==> src/rtl/axil_mem_port_if.sv <==
// AXI-Lite channel bundle between the memory-port master and its slave.
interface axil_interface #(
   parameter int unsigned ADDR_WIDTH = 32,
   parameter int unsigned DATA_WIDTH = 32
);
   logic [ADDR_WIDTH-1:0]   awaddr;
   logic [2:0]              awprot;
   logic                    awvalid;
   logic                    awready;
   logic [DATA_WIDTH-1:0]   wdata;
   logic [DATA_WIDTH/8-1:0] wstrb;
   logic                    wvalid;
   logic                    wready;
   logic [1:0]              bresp;
   logic                    bvalid;
   logic                    bready;
   logic [ADDR_WIDTH-1:0]   araddr;
   logic [2:0]              arprot;
   logic                    arvalid;
   logic                    arready;
   logic [DATA_WIDTH-1:0]   rdata;
   logic [1:0]              rresp;
   logic                    rvalid;
   logic                    rready;

   modport axil_master (
      output awaddr, awprot, awvalid, input awready,
      output wdata, wstrb, wvalid, input wready,
      input bresp, bvalid, output bready,
      output araddr, arprot, arvalid, input arready,
      input rdata, rresp, rvalid, output rready
   );

   modport axil_slave (
      input awaddr, awprot, awvalid, output awready,
      input wdata, wstrb, wvalid, output wready,
      output bresp, bvalid, input bready,
      input araddr, arprot, arvalid, output arready,
      output rdata, rresp, rvalid, input rready
   );
endinterface

==> src/rtl/axil_mem_port.sv <==
// Single-outstanding AXI-Lite master for the fetch/LSU memory port.
// One request at a time; completion is a one-cycle done pulse with registered read data.
module axil_mem_port #(
   parameter int unsigned ADDR_WIDTH = 32,
   parameter int unsigned DATA_WIDTH = 32,
   parameter logic [2:0]  AR_PROT    = 3'b100,
   parameter logic [2:0]  AW_PROT    = 3'b000
) (
   input  logic                  clk,
   input  logic                  rst_n,
   input  logic [ADDR_WIDTH-1:0] addr,
   input  logic [DATA_WIDTH-1:0] data_in,
   input  logic                  wr,
   input  logic                  rd,
   input  logic                  valid,
   input  logic [3:0]            be,
   output logic [DATA_WIDTH-1:0] data_out,
   output logic                  done,
   output logic                  err,
   output logic                  busy,
   axil_interface.axil_master    axil_bus
);
   localparam int unsigned           STRB_W    = DATA_WIDTH / 8;
   localparam logic [ADDR_WIDTH-1:0] ADDR_MASK = ~ADDR_WIDTH'(3);

   typedef enum logic [2:0] {IDLE, RD_ADDR, RD_DATA, WR_REQ, WR_RESP, DONE} state_t;

   state_t                r_state;
   logic [ADDR_WIDTH-1:0] r_araddr;
   logic [ADDR_WIDTH-1:0] r_awaddr;
   logic [DATA_WIDTH-1:0] r_wdata;
   logic [STRB_W-1:0]     r_wstrb;
   logic [DATA_WIDTH-1:0] r_data_out;
   logic                  r_arvalid;
   logic                  r_rready;
   logic                  r_awvalid;
   logic                  r_wvalid;
   logic                  r_bready;
   logic                  r_aw_done;
   logic                  r_w_done;
   logic                  r_done;
   logic                  r_err;
   logic                  r_busy;

   logic w_aw_fire;
   logic w_w_fire;
   logic w_aw_ok;
   logic w_w_ok;

   // AW and W may complete in either order or together; each side is tracked separately.
   assign w_aw_fire = r_awvalid & axil_bus.awready;
   assign w_w_fire  = r_wvalid  & axil_bus.wready;
   assign w_aw_ok   = r_aw_done | w_aw_fire;
   assign w_w_ok    = r_w_done  | w_w_fire;

   always_ff @(posedge clk or negedge rst_n) begin
      if (!rst_n) begin
         r_state    <= IDLE;
         r_araddr   <= '0;
         r_awaddr   <= '0;
         r_wdata    <= '0;
         r_wstrb    <= '0;
         r_data_out <= '0;
         r_arvalid  <= 1'b0;
         r_rready   <= 1'b0;
         r_awvalid  <= 1'b0;
         r_wvalid   <= 1'b0;
         r_bready   <= 1'b0;
         r_aw_done  <= 1'b0;
         r_w_done   <= 1'b0;
         r_done     <= 1'b0;
         r_err      <= 1'b0;
         r_busy     <= 1'b0;
      end else begin
         case (r_state)
            IDLE: begin
               if (valid && wr) begin
                  r_awaddr  <= addr & ADDR_MASK;
                  r_wdata   <= data_in;
                  r_wstrb   <= STRB_W'(be);
                  r_awvalid <= 1'b1;
                  r_wvalid  <= 1'b1;
                  r_busy    <= 1'b1;
                  r_state   <= WR_REQ;
               end else if (valid && rd) begin
                  r_araddr  <= addr & ADDR_MASK;
                  r_arvalid <= 1'b1;
                  r_busy    <= 1'b1;
                  r_state   <= RD_ADDR;
               end
            end
            RD_ADDR: begin
               if (axil_bus.arready) begin
                  r_arvalid <= 1'b0;
                  r_rready  <= 1'b1;
                  r_state   <= RD_DATA;
               end
            end
            RD_DATA: begin
               if (axil_bus.rvalid) begin
                  r_rready   <= 1'b0;
                  r_data_out <= axil_bus.rdata;
                  r_err      <= (axil_bus.rresp != 2'b00);
                  r_done     <= 1'b1;
                  r_state    <= DONE;
               end
            end
            WR_REQ: begin
               if (w_aw_fire) begin
                  r_awvalid <= 1'b0;
                  r_aw_done <= 1'b1;
               end
               if (w_w_fire) begin
                  r_wvalid <= 1'b0;
                  r_w_done <= 1'b1;
               end
               if (w_aw_ok && w_w_ok) begin
                  r_aw_done <= 1'b0;
                  r_w_done  <= 1'b0;
                  r_bready  <= 1'b1;
                  r_state   <= WR_RESP;
               end
            end
            WR_RESP: begin
               if (axil_bus.bvalid) begin
                  r_bready <= 1'b0;
                  r_err    <= (axil_bus.bresp != 2'b00);
                  r_done   <= 1'b1;
                  r_state  <= DONE;
               end
            end
            DONE: begin
               // Requests are deliberately ignored here so the requester can advance addr on done.
               r_done  <= 1'b0;
               r_err   <= 1'b0;
               r_busy  <= 1'b0;
               r_state <= IDLE;
            end
            default: r_state <= IDLE;
         endcase
      end
   end

   assign data_out = r_data_out;
   assign done     = r_done;
   assign err      = r_err;
   assign busy     = r_busy;

   assign axil_bus.awaddr  = r_awaddr;
   assign axil_bus.awprot  = AW_PROT;
   assign axil_bus.awvalid = r_awvalid;
   assign axil_bus.wdata   = r_wdata;
   assign axil_bus.wstrb   = r_wstrb;
   assign axil_bus.wvalid  = r_wvalid;
   assign axil_bus.bready  = r_bready;
   assign axil_bus.araddr  = r_araddr;
   assign axil_bus.arprot  = AR_PROT;
   assign axil_bus.arvalid = r_arvalid;
   assign axil_bus.rready  = r_rready;
endmodule

==> src/flat_wrapper.sv <==
// flat-port wrapper written by rule: the top's interface ports become plain ports
module axil_mem_port_flat 
#(
   parameter int unsigned ADDR_WIDTH = 32,
   parameter int unsigned DATA_WIDTH = 32,
   parameter logic [2:0]  AR_PROT    = 3'b100,
   parameter logic [2:0]  AW_PROT    = 3'b000
)
  (clk, rst_n, addr, data_in, wr, rd, valid, be, data_out, done, err, busy, axil_bus_awaddr, axil_bus_awprot, axil_bus_awvalid, axil_bus_awready, axil_bus_wdata, axil_bus_wstrb, axil_bus_wvalid, axil_bus_wready, axil_bus_bresp, axil_bus_bvalid, axil_bus_bready, axil_bus_araddr, axil_bus_arprot, axil_bus_arvalid, axil_bus_arready, axil_bus_rdata, axil_bus_rresp, axil_bus_rvalid, axil_bus_rready);
  axil_interface #(.ADDR_WIDTH(ADDR_WIDTH), .DATA_WIDTH(DATA_WIDTH)) axil_bus_i ();
  input  logic clk;
  input  logic rst_n;
  input  logic [ADDR_WIDTH-1:0] addr;
  input  logic [DATA_WIDTH-1:0] data_in;
  input  logic wr;
  input  logic rd;
  input  logic valid;
  input  logic [3:0] be;
  output logic [DATA_WIDTH-1:0] data_out;
  output logic done;
  output logic err;
  output logic busy;
  output wire logic [$bits(axil_bus_i.awaddr)-1:0] axil_bus_awaddr;
  output wire logic [$bits(axil_bus_i.awprot)-1:0] axil_bus_awprot;
  output wire logic [$bits(axil_bus_i.awvalid)-1:0] axil_bus_awvalid;
  input wire logic [$bits(axil_bus_i.awready)-1:0] axil_bus_awready;
  output wire logic [$bits(axil_bus_i.wdata)-1:0] axil_bus_wdata;
  output wire logic [$bits(axil_bus_i.wstrb)-1:0] axil_bus_wstrb;
  output wire logic [$bits(axil_bus_i.wvalid)-1:0] axil_bus_wvalid;
  input wire logic [$bits(axil_bus_i.wready)-1:0] axil_bus_wready;
  input wire logic [$bits(axil_bus_i.bresp)-1:0] axil_bus_bresp;
  input wire logic [$bits(axil_bus_i.bvalid)-1:0] axil_bus_bvalid;
  output wire logic [$bits(axil_bus_i.bready)-1:0] axil_bus_bready;
  output wire logic [$bits(axil_bus_i.araddr)-1:0] axil_bus_araddr;
  output wire logic [$bits(axil_bus_i.arprot)-1:0] axil_bus_arprot;
  output wire logic [$bits(axil_bus_i.arvalid)-1:0] axil_bus_arvalid;
  input wire logic [$bits(axil_bus_i.arready)-1:0] axil_bus_arready;
  input wire logic [$bits(axil_bus_i.rdata)-1:0] axil_bus_rdata;
  input wire logic [$bits(axil_bus_i.rresp)-1:0] axil_bus_rresp;
  input wire logic [$bits(axil_bus_i.rvalid)-1:0] axil_bus_rvalid;
  output wire logic [$bits(axil_bus_i.rready)-1:0] axil_bus_rready;
  assign axil_bus_awaddr = axil_bus_i.awaddr;
  assign axil_bus_awprot = axil_bus_i.awprot;
  assign axil_bus_awvalid = axil_bus_i.awvalid;
  assign axil_bus_i.awready = axil_bus_awready;
  assign axil_bus_wdata = axil_bus_i.wdata;
  assign axil_bus_wstrb = axil_bus_i.wstrb;
  assign axil_bus_wvalid = axil_bus_i.wvalid;
  assign axil_bus_i.wready = axil_bus_wready;
  assign axil_bus_i.bresp = axil_bus_bresp;
  assign axil_bus_i.bvalid = axil_bus_bvalid;
  assign axil_bus_bready = axil_bus_i.bready;
  assign axil_bus_araddr = axil_bus_i.araddr;
  assign axil_bus_arprot = axil_bus_i.arprot;
  assign axil_bus_arvalid = axil_bus_i.arvalid;
  assign axil_bus_i.arready = axil_bus_arready;
  assign axil_bus_i.rdata = axil_bus_rdata;
  assign axil_bus_i.rresp = axil_bus_rresp;
  assign axil_bus_i.rvalid = axil_bus_rvalid;
  assign axil_bus_rready = axil_bus_i.rready;
  axil_mem_port #(.ADDR_WIDTH(ADDR_WIDTH), .DATA_WIDTH(DATA_WIDTH), .AR_PROT(AR_PROT), .AW_PROT(AW_PROT)) u_core (.clk(clk), .rst_n(rst_n), .addr(addr), .data_in(data_in), .wr(wr), .rd(rd), .valid(valid), .be(be), .data_out(data_out), .done(done), .err(err), .busy(busy), .axil_bus(axil_bus_i));
endmodule
==> config.mk <==
export PLATFORM = sky130hd
export DESIGN_NAME = axil_mem_port_flat
export DESIGN_NICKNAME = d
export VERILOG_FILES = /design/src/rtl/axil_mem_port_if.sv /design/src/rtl/axil_mem_port.sv /design/src/flat_wrapper.sv
export SDC_FILE = /design/constraint.sdc
export NUM_CORES = 1
export LEC_CHECK = 0
export CAP_MARGIN = 20
export CORE_AREA = 3 3 117 175
export CTS_CLUSTER_DIAMETER = 30
export CTS_CLUSTER_SIZE = 10
export DETAILED_ROUTE_END_ITERATION = 8
export DIE_AREA = 0 0 120 178
export GPL_TIMING_DRIVEN = 0
export PLACE_DENSITY_LB_ADDON = 0.12
export SETUP_SLACK_MARGIN = 0.1
export SLEW_MARGIN = 15
export SYNTH_ARGS = -nofsm -noshare
export SYNTH_HDL_FRONTEND = slang
export SYNTH_SLANG_ARGS = --single-unit
==> constraint.sdc <==
create_clock -name clk -period 1.6 [get_ports clk]
set_input_delay 0.4 -clock clk [delete_from_list [all_inputs] [get_ports clk]]
set_output_delay 0.4 -clock clk [all_outputs]
set_load 0.005 [all_outputs]
==> metrics <==
outcome finished with violations; failing checks negative setup slack; antenna fix cells 0; Port Buf Inserts about 250; remaining antenna violation count after routing 0; routability cong. 0.7119; nets 800; family with the most delay on the worst path buffers and inverters; Placed Area roughly 8500 sq um; Hold Crit Depth 1; Clock Latency Late Sink between 0.4 and 0.5 ns; crit path DAT approximately 2.0 ns; unrepaired setup endpoints after global routing yes; root buffer cell clkbuf_16; cell breakdown of the critical path clkdlybuf4s50_1 -> nand2_1 -> nor4b_4 -> buf_6 -> buf_6 -> buf_12 -> mux2_4; Post-Synth XOR/XNOR Area 0%; CTS tree built; commonest non-fill, non-tap cell in the layout dfrtp_1; Final Skew between 0.007 and 0.008 ns; Seq/Total Area, Yosys between 60 and 70%; Longest Clk Path Bufs 2; DPL Wire Length between 10000 and 15000 um; Syn. warnings 0; most frequent CP cell buf_6; Worst Max-Slew Pin Slew ~0.55 ns; synthesized flop and latch total 141; cell count after synthesis 360; die area 21360 sq um; Clock Pin Slew Worst Setup and Hold Paths around 0.060 ns; Die H about 180 um; Synth Area in Compound Gates 2.609%; minimum clock period roughly 1.7 ns; WHS 0.4982 ns; synthesized area per cell approximately 16 sq um; Crit. path cell count 7; Place WS -0.7121 ns; DR pass1 iterations 4; final worst-path cycle share 106.2%; proportion of layout cells with a drive suffix above 1 36.82%; leak pwr roughly 4.4 nW; final count of pins violating max slew 0; Layout area overhead 73.58%; number of remaining DRC errors 0; Via density about 4.4; CP Launch Type input port; drt wl/cell around 17 um; total track usage 14.77%; GRT overflow 0; Core Util, Final between 50 and 60%; largest family of logic cells by synthesized area multiplexers; slowest CP cell clkdlybuf4s50_1; via total after detailed routing approximately 4200; vias in the first global route 4452; setup slack after layout -0.09879 ns; number of library cell types mapped by synthesis 32; critical path capture point type flop; simple-gate portion of the synthesized area a little over 3%; first-pass GRT wire length about 25000 um; Final Hold Viols 0; overall power approximately 18 mW; Design Area, Final 9823 sq um; crit-path max FO 6; total clock sinks between 100 and 150; Die X 120 um; Initial DRC Count between 100 and 150; final setup fails 100; Worst Hold Class reg -> reg; largest net degree at the start of global routing 74; Starting Density between 20% and 30%; CTS H-tree depth 4; Slowest Stage Delay on Critical Path about 0.50 ns; Core Area 19160 sq um; Max VDD drop approximately 0.00075 V; f_max ~0.59 GHz; CTS buffer count 17; Total Wirelength approximately 16000 um; CP Buf/Inv Count 4; IO Pins 260; initial antenna violation count 0; Crit Path Class in -> reg; relative slew slack between 60% and 70%; Max-Cap Viols 0; Synth Area in Adders 0%; Worst Reg2Reg Path Length in Cells 8; most frequent cells in the layout dfrtp_1, clkdlybuf4s50_1, mux2_2, clkdlybuf4s15_1, dlygate4sd2_1; Cell Rows 62; Cell Pwr Density 1813 nW/um^2; post-synthesis cell area 5659 sq um; Worst Path Required around 1.9 ns; multiplexer share of the synthesized area 27.26%
state kept, by name, indices dropped and copies added (netlist names):
| name | count |
|---|---|
| u_core.axil_bus.awaddr | 30 |
| u_core.data_out | 32 |
| u_core.axil_bus.wvalid | 1 |
| u_core.busy | 1 |
| u_core.r_w_done | 1 |
| u_core.axil_bus.wdata | 32 |
| u_core.axil_bus.arvalid | 1 |
| u_core.r_state | 3 |
| u_core.axil_bus.awvalid | 1 |
| u_core.axil_bus.rready | 1 |
| u_core.axil_bus.araddr | 30 |
| u_core.axil_bus.bready | 1 |
| u_core.r_aw_done | 1 |
| u_core.axil_bus.wstrb | 4 |
| u_core.done | 1 |
| u_core.err | 1 |
power by group:
group	switching (mW)	total (mW)	internal, mW
logic	2.53	7.52	4.99
clock network	1.56	4.01	2.45
registers	0.910	6.27	5.36
total	5.00	17.8	12.8
cell usage after synthesis (all sizes together):
master	instances	area, sq um
a21o	2	15.01
a21oi	12	60.06
a31oi	2	12.51
and3b	1	8.760
and4b	1	10.01
buf	27	241.5
clkbuf	2	7.510
conb	2	7.510
dfrtp	141	3528
inv	2	7.510
mux2	131	1543
nand2	8	30.03
nand2b	3	18.77
nand3	1	5.000
nand3b	2	15.01
nor2	6	32.53
nor2b	1	6.260
nor3	2	10.01
nor3b	1	7.510
nor4b	3	32.53
o21a	1	7.510
o21ai	7	35.03
o2bb2ai	1	8.760
o31a	1	8.760
logic make-up (layout without fill, tap and decap cells):
kind of cell,Yosys count,in the layout
compound gates,26,26
simple gates,29,29
buf+inv,31,361
mux,131,131
other cells,2,10
flops,141,141
final timing paths:
| kind | start | end | slack [ns] |
|---|---|---|---|
| min in group asynchronous | rst_n | u_core.axil_bus.wdata[14] | 0.53 |
| min | u_core.axil_bus.wdata[3] | u_core.axil_bus.wdata[3] | 0.50 |
| max reg2reg | u_core.r_state[2] | u_core.axil_bus.awaddr[17] | -0.08 |
| min reg2reg | u_core.axil_bus.wdata[3] | u_core.axil_bus.wdata[3] | 0.50 |
| max | valid | u_core.axil_bus.araddr[4] | -0.1 |
| max in group asynchronous | rst_n | u_core.axil_bus.awaddr[11] | 0.31 |
stage by stage:
| stage | TNS (ns) | instances |
|---|---|---|
| 2_1_floorplan | -0.1612 | 368 |
| 6_report | -3.326 | 954 |
| 3_5_place_dp | -63.45 | 872 |
| 4_1_cts | -6.682 | 936 |
| 5_1_grt | -12.05 | 954 |
| 3_3_place_gp | -852.85 | 871 |
final cells by class:
cell class                      count  area (sq um)
Fill cell                        1754          9338
Sequential cell                   141          3528
Timing Repair Buffer              299          2900
Multi-Input combinational cell    196          2133
Clock buffer                       18         429.2
Buffer                             29         337.8
Tap cell                          256         320.3
Clock inverter                     13         166.4
Inverter                            2         7.507
metal layers:
metal	up-vias	track usage, %	share of wire (%)
met2	152	27.07	55
met3	15	5.044	7.3
li1	1909	-	-
met4	0	4.491	1.3
met1	2095	15.96	36
met5	-	0	0
what timing repair did:
item,CTS,global route
hold buffers,1,0
setup buffers,26,19
hold endpoints to repair,68,0
setup endpoints to repair,269,216
pin swaps,6,6
gates resized for setup,218,80
cloned,6,1
worst reg2reg max path, cell delays in order, from the launching register on:
cell and delay, ns:
dfrtp_1 0.37, buf_6 0.13, nor2_4 0.10, and4b_1 0.21, buf_6 0.13, buf_12 0.12, buf_6 0.10, buf_12 0.11
mux2_4 0.30
Power figures use the tool's default switching activity.
